**src/rtl/uart_tx_sched.sv**
```systemverilog
// Two-requester round-robin UART transmitter, 8N1 or 8N2 on a registered tx pin.
// Bit timing comes from an internal divider that restarts on every accepted byte.
module uart_tx_sched #(
    parameter int ClkFrequency = 50000000,
    parameter int Baud         = 115200,
    parameter int StopBits     = 1
) (
    input  logic       clk,
    input  logic       rst_n,
    input  logic       req0_valid,
    input  logic [7:0] req0_data,
    output logic       req0_ready,
    input  logic       req1_valid,
    input  logic [7:0] req1_data,
    output logic       req1_ready,
    output logic       tx,
    output logic       busy,
    output logic       grant_id
);

    localparam int DIV = ClkFrequency / Baud;
    localparam int CW  = (DIV >= 2) ? $clog2(DIV) : 1;
    localparam logic [CW-1:0] CNT_MAX   = CW'(DIV - 1);
    localparam logic          STOP_LAST = (StopBits == 2);

    if (DIV < 2) begin : g_bad_div
        $error("uart_tx_sched: ClkFrequency/Baud must be at least 2");
    end
    if (StopBits != 1 && StopBits != 2) begin : g_bad_stop
        $error("uart_tx_sched: StopBits must be 1 or 2");
    end

    typedef enum logic [1:0] {IDLE, START, DATA, STOP} state_t;

    state_t        state, state_next;
    logic [CW-1:0] cnt;
    logic [2:0]    idx;
    logic          stop_cnt;
    logic [7:0]    sh;
    logic          last;
    logic          tx_q;
    logic          grant_q;
    logic          winner;
    logic          accept;
    logic          bit_end;

    assign bit_end  = (state != IDLE) && (cnt == CNT_MAX);
    assign accept   = req0_ready || req1_ready;
    assign busy     = (state != IDLE);
    assign tx       = tx_q;
    assign grant_id = grant_q;

    // NOTE: every always_comb output gets a default first, so no path can infer a latch.
    always_comb begin
        winner = 1'b0;
        if (req0_valid && req1_valid) begin
            winner = ~last;
        end else if (req1_valid) begin
            winner = 1'b1;
        end
        req0_ready = (state == IDLE) && req0_valid && !winner;
        req1_ready = (state == IDLE) && req1_valid && winner;

        state_next = state;
        case (state)
            IDLE:  if (accept)                            state_next = START;
            START: if (bit_end)                           state_next = DATA;
            DATA:  if (bit_end && idx == 3'd7)            state_next = STOP;
            STOP:  if (bit_end && stop_cnt == STOP_LAST)  state_next = IDLE;
            default:                                      state_next = IDLE;
        endcase
    end

    // NOTE: clocked state uses non-blocking assignments so every register samples pre-edge values.
    always_ff @(posedge clk or negedge rst_n) begin
        if (!rst_n) begin
            state <= IDLE;
        end else begin
            state <= state_next;
        end
    end

    // tx is loaded with the level of the bit that starts at this edge, so the pin is glitch-free.
    always_ff @(posedge clk or negedge rst_n) begin
        if (!rst_n) begin
            cnt      <= '0;
            idx      <= 3'd0;
            stop_cnt <= 1'b0;
            sh       <= 8'h00;
            last     <= 1'b1;
            grant_q  <= 1'b0;
            tx_q     <= 1'b1;
        end else if (accept) begin
            sh       <= winner ? req1_data : req0_data;
            grant_q  <= winner;
            last     <= winner;
            cnt      <= '0;
            idx      <= 3'd0;
            stop_cnt <= 1'b0;
            tx_q     <= 1'b0;
        end else if (state != IDLE) begin
            cnt <= bit_end ? '0 : cnt + 1'b1;
            if (bit_end) begin
                case (state)
                    START: begin
                        tx_q <= sh[0];
                        idx  <= 3'd0;
                    end
                    DATA: begin
                        sh       <= sh >> 1;
                        idx      <= idx + 1'b1;
                        stop_cnt <= 1'b0;
                        tx_q     <= (idx == 3'd7) ? 1'b1 : sh[1];
                    end
                    STOP: begin
                        stop_cnt <= stop_cnt + 1'b1;
                        tx_q     <= 1'b1;
                    end
                    default: tx_q <= 1'b1;
                endcase
            end
        end
    end

endmodule

```
**config.mk**
```make
export PLATFORM = sky130hd
export DESIGN_NAME = uart_tx_sched
export DESIGN_NICKNAME = d
export VERILOG_FILES = /design/src/rtl/uart_tx_sched.sv
export SDC_FILE = /design/constraint.sdc
export NUM_CORES = 1
export LEC_CHECK = 0
export CAP_MARGIN = 20
export CORE_MARGIN = 5
export CORE_UTILIZATION = 56
export CTS_CLUSTER_SIZE = 25
export DETAILED_ROUTE_END_ITERATION = 6
export GPL_TIMING_DRIVEN = 0
export PLACE_DENSITY = 0.95
export SLEW_MARGIN = 20
export SYNTH_ARGS = -nofsm -noshare
export SYNTH_HDL_FRONTEND = slang
export SYNTH_SLANG_ARGS = --single-unit
```
**constraint.sdc**
```tcl
create_clock -name clk -period 4.7 [get_ports clk]
set_clock_uncertainty 0.05 [all_clocks]
set_input_delay 0.705 -clock clk [delete_from_list [all_inputs] [get_ports clk]]
set_output_delay 0.705 -clock clk [all_outputs]
set_load 0.05 [all_outputs]
```
==> results.toml, run 1 <==
[yosys]
netlist_area_um2 = 1488
synth_fp_nets = 182
synth-edff-count = 0
synth_area_leaders = "dfrtp_1 40%, ha_1 7.6%, nand2_1 5.6%, mux2i_1 5.4%, o21ai_0 5.4%"
ys_seq_elements = 26
yosysTopAreaCellShare_pct = 40.37
syn_inst = 153
yosysSeqAreaShare_pct = 43.90
synth_mux_area_share_pct = 7.149
yosysTopAreaCell = "dfrtp_1"
synth_cell_types = 40
synthSimpleGateAreaFrac_pct = 18.42
synth_top_family_by_area = "simple AND/OR/NAND/NOR gates"
synth_xor_area_share_pct = 4.121
async_reset_ff_share_pct = 100.0
synth-adder-area-share_pct = 7.569
synth_area_per_cell_um2 = 9.723
synth-compound-area-share_pct = 13.79
synth_ff_type = "dfrtp_1"
yosysMostFrequentCell = "dfrtp_1"
synth_common_cells = "24 x dfrtp_1, 22 x nand2_1, 16 x o21ai_0, 15 x nor2_1, 9 x ha_1"
ys_warn_count = 0

[route]
dr.first_iter.drc_count = 35
drt_first_pass_iters = 5
totalWireLength_um = 2904
viasPerCell = 5.621
drcViolationCount = 0
vias = 1186
wire_per_inst_um = 13.76
ant_nets = 0

[clocking]
cts-hold-fix-buffers = 0
clock-sinks = 26
cts_root_buffer = "clkbuf_4"
cts_resized = 0
cts_tree = "yes"
cts_setup_buffers = 0
cts_max_level = 1
cts.path.max_buffers = 2
path_clk_slew_ps = 130
numCtsBuffers = 3
clk-insertion-delay-late_ps = 320

[setup_path]
required_ps = 3940
crit_start = "req1_valid"
crit_top_cell = "clkdlybuf4s50_1"
critPathCaptureType = "primary output"
path_cells = "clkdlybuf4s50_1 -> a21boi_1 -> buf_4 -> and2_1 -> clkdlybuf4s50_1"
cp_slowest_cell = "clkdlybuf4s50_1"
crit_type = "in -> out"
critPathMaxStageDelay_ps = 800
startpoint_type = "input port"
path_max_fanout = 10
r2r-start = "state[1]$_DFFE_PN0P_"
crit_arrival_ps = 2640

[job]
maxCapViolCount = 0

[sta]
rsz0062_at_grt = "false"
max_freq_mhz = 294.7
setup_ws_ps = 1306
period_share_pct = 72.20
final-setup-viol-count = 0
min_period_ps = 3394
slew_headroom_pct = 59.98
finalHoldViolCount = 0
tightest_slew_ps = 598.4
drv_slew = 0
holdWs_ps = 451.2
fin_setup_tns_ps = 0

[floorplan]
start_util_pct = 59.51
row_count = 18
io_pins = 25
die_h_um = 61.54
die_x_um = 61.54
die-area_um2 = 3787
coreArea_um2 = 2500

[power_and_ir_drop]
power.density_nw_per_um2 = 547.9
ir_drop_mv = 0.3847
power_leakage_nw = 0.8061

[hold_path]
min_from = "sh[0]$_DFFE_PN0P_"
min-delay-path-class = "reg -> reg"

[global_route]
grt_pass1_wl_um = 4885
gr-usage-all-layers_pct = 17.51
overflow = 0
grt_pass1_vias = 1112
grt_max_degree = 15
antenna_found_initial = 0

[placement]
place_congestion = 0.8041
post-place-ws_ps = 1303
port_buffers = 24
dp_hpwl_um = 2315

[cells_and_area]
multi_input_area_um2 = 759.5
antenna_cells = 0
fillCellCount = 162
syn_to_final_growth_pct = 21.19
num-nets-final = 212
register_area_um2 = 653.1
drive_gt1_share_pct = 12.71

[run_status]
outcome = "finished, final reports clean"
==> cells by family (layout without fill, tap and decap cells) <==
logic type	count (synthesis)	after routing
AND/OR/NAND/NOR	55	55
buffers and inverters	14	42
adder cells (fa/ha/maj)	9	9
flip-flops	26	26
XOR/XNOR	7	7
AO/OA/AOI/OAI	32	32
multiplexers	10	10
==> sequential cells by signal, summed over array words and instances (netlist names) <==
register  cells
cnt           9
grant_id      1
idx           3
last          1
sh            8
state         2
stop_cnt      1
tx            1
==> cells in the final DEF (no fill, tap or decap), drive strengths merged <==
cell,n
nor2,17
o21ai,18
nand2,22
xor2,4
nor3b,1
nor3,3
a21oi,5
nand3b,2
mux2i,8
a22o,1
a21o,1
o31ai,1
a32oi,2
a21boi,1
ha,9
xnor2,3
a22oi,1
nand3,2
or2,1
and2,2
clkbuf,4
mux2,2
o32ai,1
a31oi,1
and3,1
buf,8
dfstp,2
and4b,1
nand4,3
inv,6
clkdlybuf4s50,24
dfrtp,24
==> area by class of cell <==
cell class                      count  share of cell area (%)
Buffer                              8                   2.915
Sequential cell                    26                   36.22
Multi-Input combinational cell    113                   42.12
Timing Repair Buffer               25                   14.16
Clock buffer                        3                   1.249
Tap cell                           30                   2.082
Inverter                            6                   1.249
==> where the power goes <==
| part | internal [mW] | total (mW) | switching [mW] |
|---|---|---|---|
| registers | 0.319 | 0.392 | 0.0726 |
| logic | 0.217 | 0.502 | 0.285 |
| clock network | 0.0301 | 0.0943 | 0.0642 |
==> metal layers <==
metal	wire (um)	GRT usage, %	vias to the layer above
met5	0	0	-
met4	56	8.182	0
met3	112	2.725	4
met2	1472	30.04	25
met1	1263	21.42	578
li1	-	-	579
==> worst paths after layout <==
kind	endpoint	slack, ps	cells past startpoint
max in group asynchronous	last$_DFFE_PN1P_	3330	2
min reg2reg	sh[0]$_DFFE_PN0P_	450	2
max reg2reg	state[1]$_DFFE_PN0P_	2740	8
min in group asynchronous	cnt[8]$_DFFE_PN0P_	690	1
min	sh[0]$_DFFE_PN0P_	450	2
max	req1_ready	1310	5
==> worst max-delay path: cells and delay by family <==
family	cells	cell delay, ps
buffers and inverters	3	1580
and+or+nand+nor	1	160
AOI/OAI and AO/OA	1	190
==> through the flow <==
step | total power [mW] | instance area, um^2 | utilization (%) | std cells
after floorplan | 0.7569 | 1488 | - | 153
after global routing | 1.064 | 1803 | 72.12 | 211
after global placement | 0.8618 | 1765 | 70.62 | 207
after CTS | 0.9928 | 1803 | 72.12 | 211
after detailed placement | 0.8981 | 1780 | 71.22 | 208
final | 0.9879 | 1803 | 72.12 | 211
(Power assumes the default switching activity.)
==> run 2, diff against run 1 <==
--- a/config.mk
+++ b/config.mk
@@ -7,11 +7,11 @@
 export LEC_CHECK = 0
 export CAP_MARGIN = 20
 export CORE_MARGIN = 5
-export CORE_UTILIZATION = 56
+export CORE_UTILIZATION = 47
 export CTS_CLUSTER_SIZE = 25
 export DETAILED_ROUTE_END_ITERATION = 6
 export GPL_TIMING_DRIVEN = 0
-export PLACE_DENSITY = 0.95
+export PLACE_DENSITY = 0.86
 export SLEW_MARGIN = 20
 export SYNTH_ARGS = -nofsm -noshare
 export SYNTH_HDL_FRONTEND = slang
==> constraint.sdc (replaced) <==
create_clock -name clk -period 2.8 [get_ports clk]
set_clock_uncertainty 0.05 [all_clocks]
set_input_delay 0.42 -clock clk [delete_from_list [all_inputs] [get_ports clk]]
set_output_delay 0.42 -clock clk [all_outputs]
set_load 0.05 [all_outputs]
==> results.toml, run 2 (same netlist as run 1, synthesis figures left out) <==
[sta]
rsz0062_at_grt = "false"
drv_slew = 0
period_share_pct = 96.74
slew_headroom_pct = 57.63
final-setup-viol-count = 0
tightest_slew_ps = 633.6
fin_setup_tns_ps = 0
min_period_ps = 2709
finalHoldViolCount = 0
max_freq_mhz = 369.2

[global_route]
grt_max_degree = 15
overflow = 0
gr-usage-all-layers_pct = 15.73
grt_pass1_vias = 1230
grt_pass1_wl_um = 5333
antenna_found_initial = 0

[cells_and_area]
layout_commonest_cell = "dfrtp_1"
num-nets-final = 212
reg_top3 = "cnt x9, sh x8, idx x3"
antenna_cells = 0
drive_gt1_share_pct = 13.19
largest_reg_flops = 9
final_cell_mix = "24 x dfrtp_1, 23 x clkdlybuf4s50_1, 22 x nand2_1"
post-route-util_pct = 60.04
max_flop_register = "cnt"
syn_to_final_growth_pct = 23.21

[clocking]
cts_setup_buffers = 0
clk-insertion-delay-late_ps = 320
cts_root_buffer = "clkbuf_4"
clock-sinks = 26
numCtsBuffers = 3
cts_tree = "yes"
cts_max_level = 1
cts.path.max_buffers = 2
path_clk_slew_ps = 150
cts_resized = 1
cts-hold-fix-buffers = 0

[setup_path]
path_cells = "clkdlybuf4s50_1 -> a21boi_1 -> buf_4 -> nor2_1 -> clkdlybuf4s50_1"
critPathMaxStageDelay_ps = 800
crit_type = "in -> out"
cp_top_family = "buffers and inverters"
startpoint_type = "input port"
critPathCaptureType = "primary output"
crit_top_cell = "clkdlybuf4s50_1"
critPathBufInv = 3
cp_slowest_cell = "clkdlybuf4s50_1"
crit_arrival_ps = 2240
path_max_fanout = 10
reg2reg_slack_ps = 860
required_ps = 2330

[route]
ant_nets = 0
drcViolationCount = 0
vias = 1180
dr.first_iter.drc_count = 39
wire_per_inst_um = 13.73
viasPerCell = 5.221
totalWireLength_um = 3104
drt_first_pass_iters = 4

[power_and_ir_drop]
power.density_nw_per_um2 = 926.3
ir_drop_mv = 0.4669
power_leakage_nw = 0.8174

[placement]
dp_hpwl_um = 2432
place_congestion = 0.8247
port_buffers = 24

[hold_path]
min-delay-path-class = "in -> async"

[floorplan]
die_h_um = 66.26
io_pins = 25
die_x_um = 66.26
start_util_pct = 48.73
die-area_um2 = 4390
row_count = 20
coreArea_um2 = 3053

[run_status]
outcome = "finished, final reports clean"

[job]
maxCapViolCount = 0
==> run 2: per-layer routing <==
layer | vias to the layer above | share of wire, % | global-route usage [%]
li1 | 580 | - | -
met1 | 575 | 42 | 17.83
met2 | 21 | 54 | 29.49
met3 | 4 | 2.7 | 3.061
met4 | 0 | 1.2 | 4.315
met5 | - | 0 | 0
==> run 2: report_power, final <==
group	internal (mW)	leakage, nW	switching [mW]	total (mW)
logic	0.361	0.467	0.488	0.850
registers	0.536	0.329	0.118	0.654
clock network	0.0795	0.0210	0.115	0.195
==> run 2: worst reg2reg max path, delay by kind of cell, from the launching register on <==
| kind | cells | cell delay, ps |
|---|---|---|
| simple gates | 3 | 530 |
| flops | 1 | 430 |
| mux | 1 | 320 |
| buf+inv | 2 | 260 |
| fa+ha+maj | 1 | 190 |
| compound gates | 1 | 60 |
==> run 2: path summary, 6_finish.rpt <==
kind                                 startpoint                   end  cells after the start
max reg2reg                state[1]$_DFFE_PN0P_  state[1]$_DFFE_PN0P_                      8
max in group asynchronous                 rst_n        tx$_DFFE_PN1P_                      2
min reg2reg                   sh[3]$_DFFE_PN0P_     sh[3]$_DFFE_PN0P_                      2
min                                       rst_n     sh[7]$_DFFE_PN0P_                      1
min in group clk              sh[3]$_DFFE_PN0P_     sh[3]$_DFFE_PN0P_                      2
max                                  req0_valid            req0_ready                      5
==> run 2: final cells by class <==
type	instances	area [um^2]
plain buffers	8	52.55
well taps	44	55.05
flip-flops and latches	26	653.1
clock buffers	4	36.28
fillers	259	1220
inverters	6	22.52
multi-input cells	113	759.5
repair buffers	25	254.0
==> run 2: through the flow <==
stage / instances / power [mW] / instance area [um^2] / hold slack, ps / worst slack (ps)
final: 226 / 1.698 / 1833 / 420.0 / 91.25
after global routing: 226 / 1.832 / 1833 / 452.2 / 0.5975
after global placement: 221 / 1.448 / 1783 / 407.8 / -5.486
after detailed placement: 222 / 1.512 / 1798 / 416.2 / -45.64
after floorplan: 153 / 1.271 / 1488 / 74.41 / 847.7
after CTS: 226 / 1.709 / 1833 / 437.6 / 75.60
==> run 3, diff against run 2 <==
--- a/config.mk
+++ b/config.mk
@@ -7,11 +7,13 @@
 export LEC_CHECK = 0
 export CAP_MARGIN = 20
 export CORE_MARGIN = 5
-export CORE_UTILIZATION = 47
+export CORE_UTILIZATION = 56
 export CTS_CLUSTER_SIZE = 25
 export DETAILED_ROUTE_END_ITERATION = 6
 export GPL_TIMING_DRIVEN = 0
-export PLACE_DENSITY = 0.86
+export HOLD_SLACK_MARGIN = 0.05
+export PLACE_DENSITY = 0.95
+export REMOVE_ABC_BUFFERS = 1
 export SLEW_MARGIN = 20
 export SYNTH_ARGS = -nofsm -noshare
 export SYNTH_HDL_FRONTEND = slang
==> constraint.sdc (replaced) <==
create_clock -name clk -period 3.2 [get_ports clk]
set_clock_uncertainty 0.05 [all_clocks]
set_input_delay 0.48 -clock clk [delete_from_list [all_inputs] [get_ports clk]]
set_output_delay 0.48 -clock clk [all_outputs]
set_load 0.05 [all_outputs]
==> results.toml, run 3 (same netlist as run 1, synthesis figures left out) <==
[floorplan]
coreArea_um2 = 2500
row_count = 18
die_x_um = 61.54
die-area_um2 = 3787
start_util_pct = 59.51
io_pins = 25
die_h_um = 61.54

[placement]
dp_cells = 199
port_buffers = 24
place_congestion = 0.8140
dp_hpwl_um = 2331

[clocking]
cts_tree = "yes"
cts.path.max_buffers = 2
clk-insertion-delay-late_ps = 330
cts-hold-fix-buffers = 0
clock-sinks = 26
cts_root_buffer = "clkbuf_4"
numCtsBuffers = 3
cts_max_level = 1
path_clk_slew_ps = 140

[route]
vias = 1151
wire_per_inst_um = 14.99
drcViolationCount = 0
drt_first_pass_iters = 4
totalWireLength_um = 3028
ant_nets = 0
viasPerCell = 5.698
dr.first_iter.drc_count = 33

[power_and_ir_drop]
power.density_nw_per_um2 = 824.0
power_mw = 1.435
power_leakage_nw = 0.7670
ir_drop_mv = 0.6393

[sta]
min_period_ps = 3080
fin_setup_tns_ps = 0
finalHoldViolCount = 0
max_freq_mhz = 324.6
tightest_slew_ps = 855.6
final-setup-viol-count = 0
drv_slew = 0
rsz0062_at_grt = "false"
slew_headroom_pct = 42.90
holdWs_ps = 74.49
period_share_pct = 96.26

[setup_path]
r2r_cells = 6
reg2reg_slack_ps = 760
startpoint_type = "input port"
required_ps = 2670
path_max_fanout = 10
crit_arrival_ps = 2550
worstReg2RegEnd = "cnt[7]$_DFFE_PN0P_"
critPathCaptureType = "primary output"
crit_type = "in -> out"
r2r-start = "state[0]$_DFFE_PN0P_"

[global_route]
gr-usage-all-layers_pct = 19.28
overflow = 0
grt_pass1_vias = 1224
grt_pass1_wl_um = 5354
antenna_found_initial = 0
grt_max_degree = 27

[cells_and_area]
layout_commonest_cell = "dfrtp_1"
largest_reg_flops = 9
fillCellCount = 177
reg_top3 = "cnt x9, sh x8, idx x3"
max_flop_register = "cnt"
drive_gt1_share_pct = 9.884
num-nets-final = 203
antenna_cells = 0
syn_to_final_growth_pct = 17.07
post-route-util_pct = 69.67
final_cell_mix = "24 x dfrtp_1, 23 x clkdlybuf4s50_1, 22 x nand2_1"
final_cells = 202

[job]
maxCapViolCount = 0

[hold_path]
min-delay-path-class = "in -> async"

[run_status]
outcome = "finished, final reports clean"
## run 3: worst max-delay path: stages
cell and delay, ps:
clkdlybuf4s50_1 580, a21boi_4 430, and2_1 220, clkdlybuf4s50_1 830
## run 3: power breakdown
| group | internal (mW) | switching (mW) | total, mW |
|---|---|---|---|
| Combinational | 0.294 | 0.422 | 0.716 |
| Clock | 0.0442 | 0.0975 | 0.142 |
| Sequential | 0.469 | 0.108 | 0.577 |
## run 3: worst max-delay path by stage
| stage | to | slack (ps) | startpoint | cells after the start |
|---|---|---|---|---|
| 3_3_place_gp | req1_ready | -230 | req1_valid | 4 |
| 5_1_grt | req1_ready | 50 | req1_valid | 4 |
| 6_report | req1_ready | 120 | req1_valid | 4 |
| 2_1_floorplan | cnt[2]$_DFFE_PN0P_ | 980 | state[0]$_DFFE_PN0P_ | 6 |
| 3_5_place_dp | req1_ready | -350 | req1_valid | 4 |
| 4_1_cts | req1_ready | 140 | req1_valid | 4 |
## run 3: metrics by stage
| step | area, um^2 | worst slack (ps) |
|---|---|---|
| 3_5_place_dp | 1708 | -346.3 |
| 3_3_place_gp | 1713 | -234.6 |
| 4_1_cts | 1742 | 141.8 |
| 2_1_floorplan | 1435 | 975.2 |
| 6_report | 1742 | 119.6 |
| 5_1_grt | 1742 | 52.77 |
## run 3: layout make-up
cell class | count | area, um^2 | area share, %
inverters | 6 | 22.52 | 1.293
well taps | 30 | 37.54 | 2.155
multi-input cells | 113 | 770.7 | 44.25
flip-flops and latches | 26 | 653.1 | 37.50
clock buffers | 3 | 22.52 | 1.293
repair buffers | 24 | 235.2 | 13.51
## run 3: per-layer routing
metal	part of all wire [%]	wire length [um]	vias to the layer above	global-route usage, %
met5	0	0	-	0
met4	4.4	132	0	10.00
met1	40	1221	548	21.28
met3	3.6	109	13	4.193
li1	-	-	561	-
met2	52	1565	29	34.38
## run 3: repair_timing
action | in CTS | in global routing
endpoints found under the setup margin | 2 | 0
resized for setup | 2 | 0
buffers inserted | 0 | 0
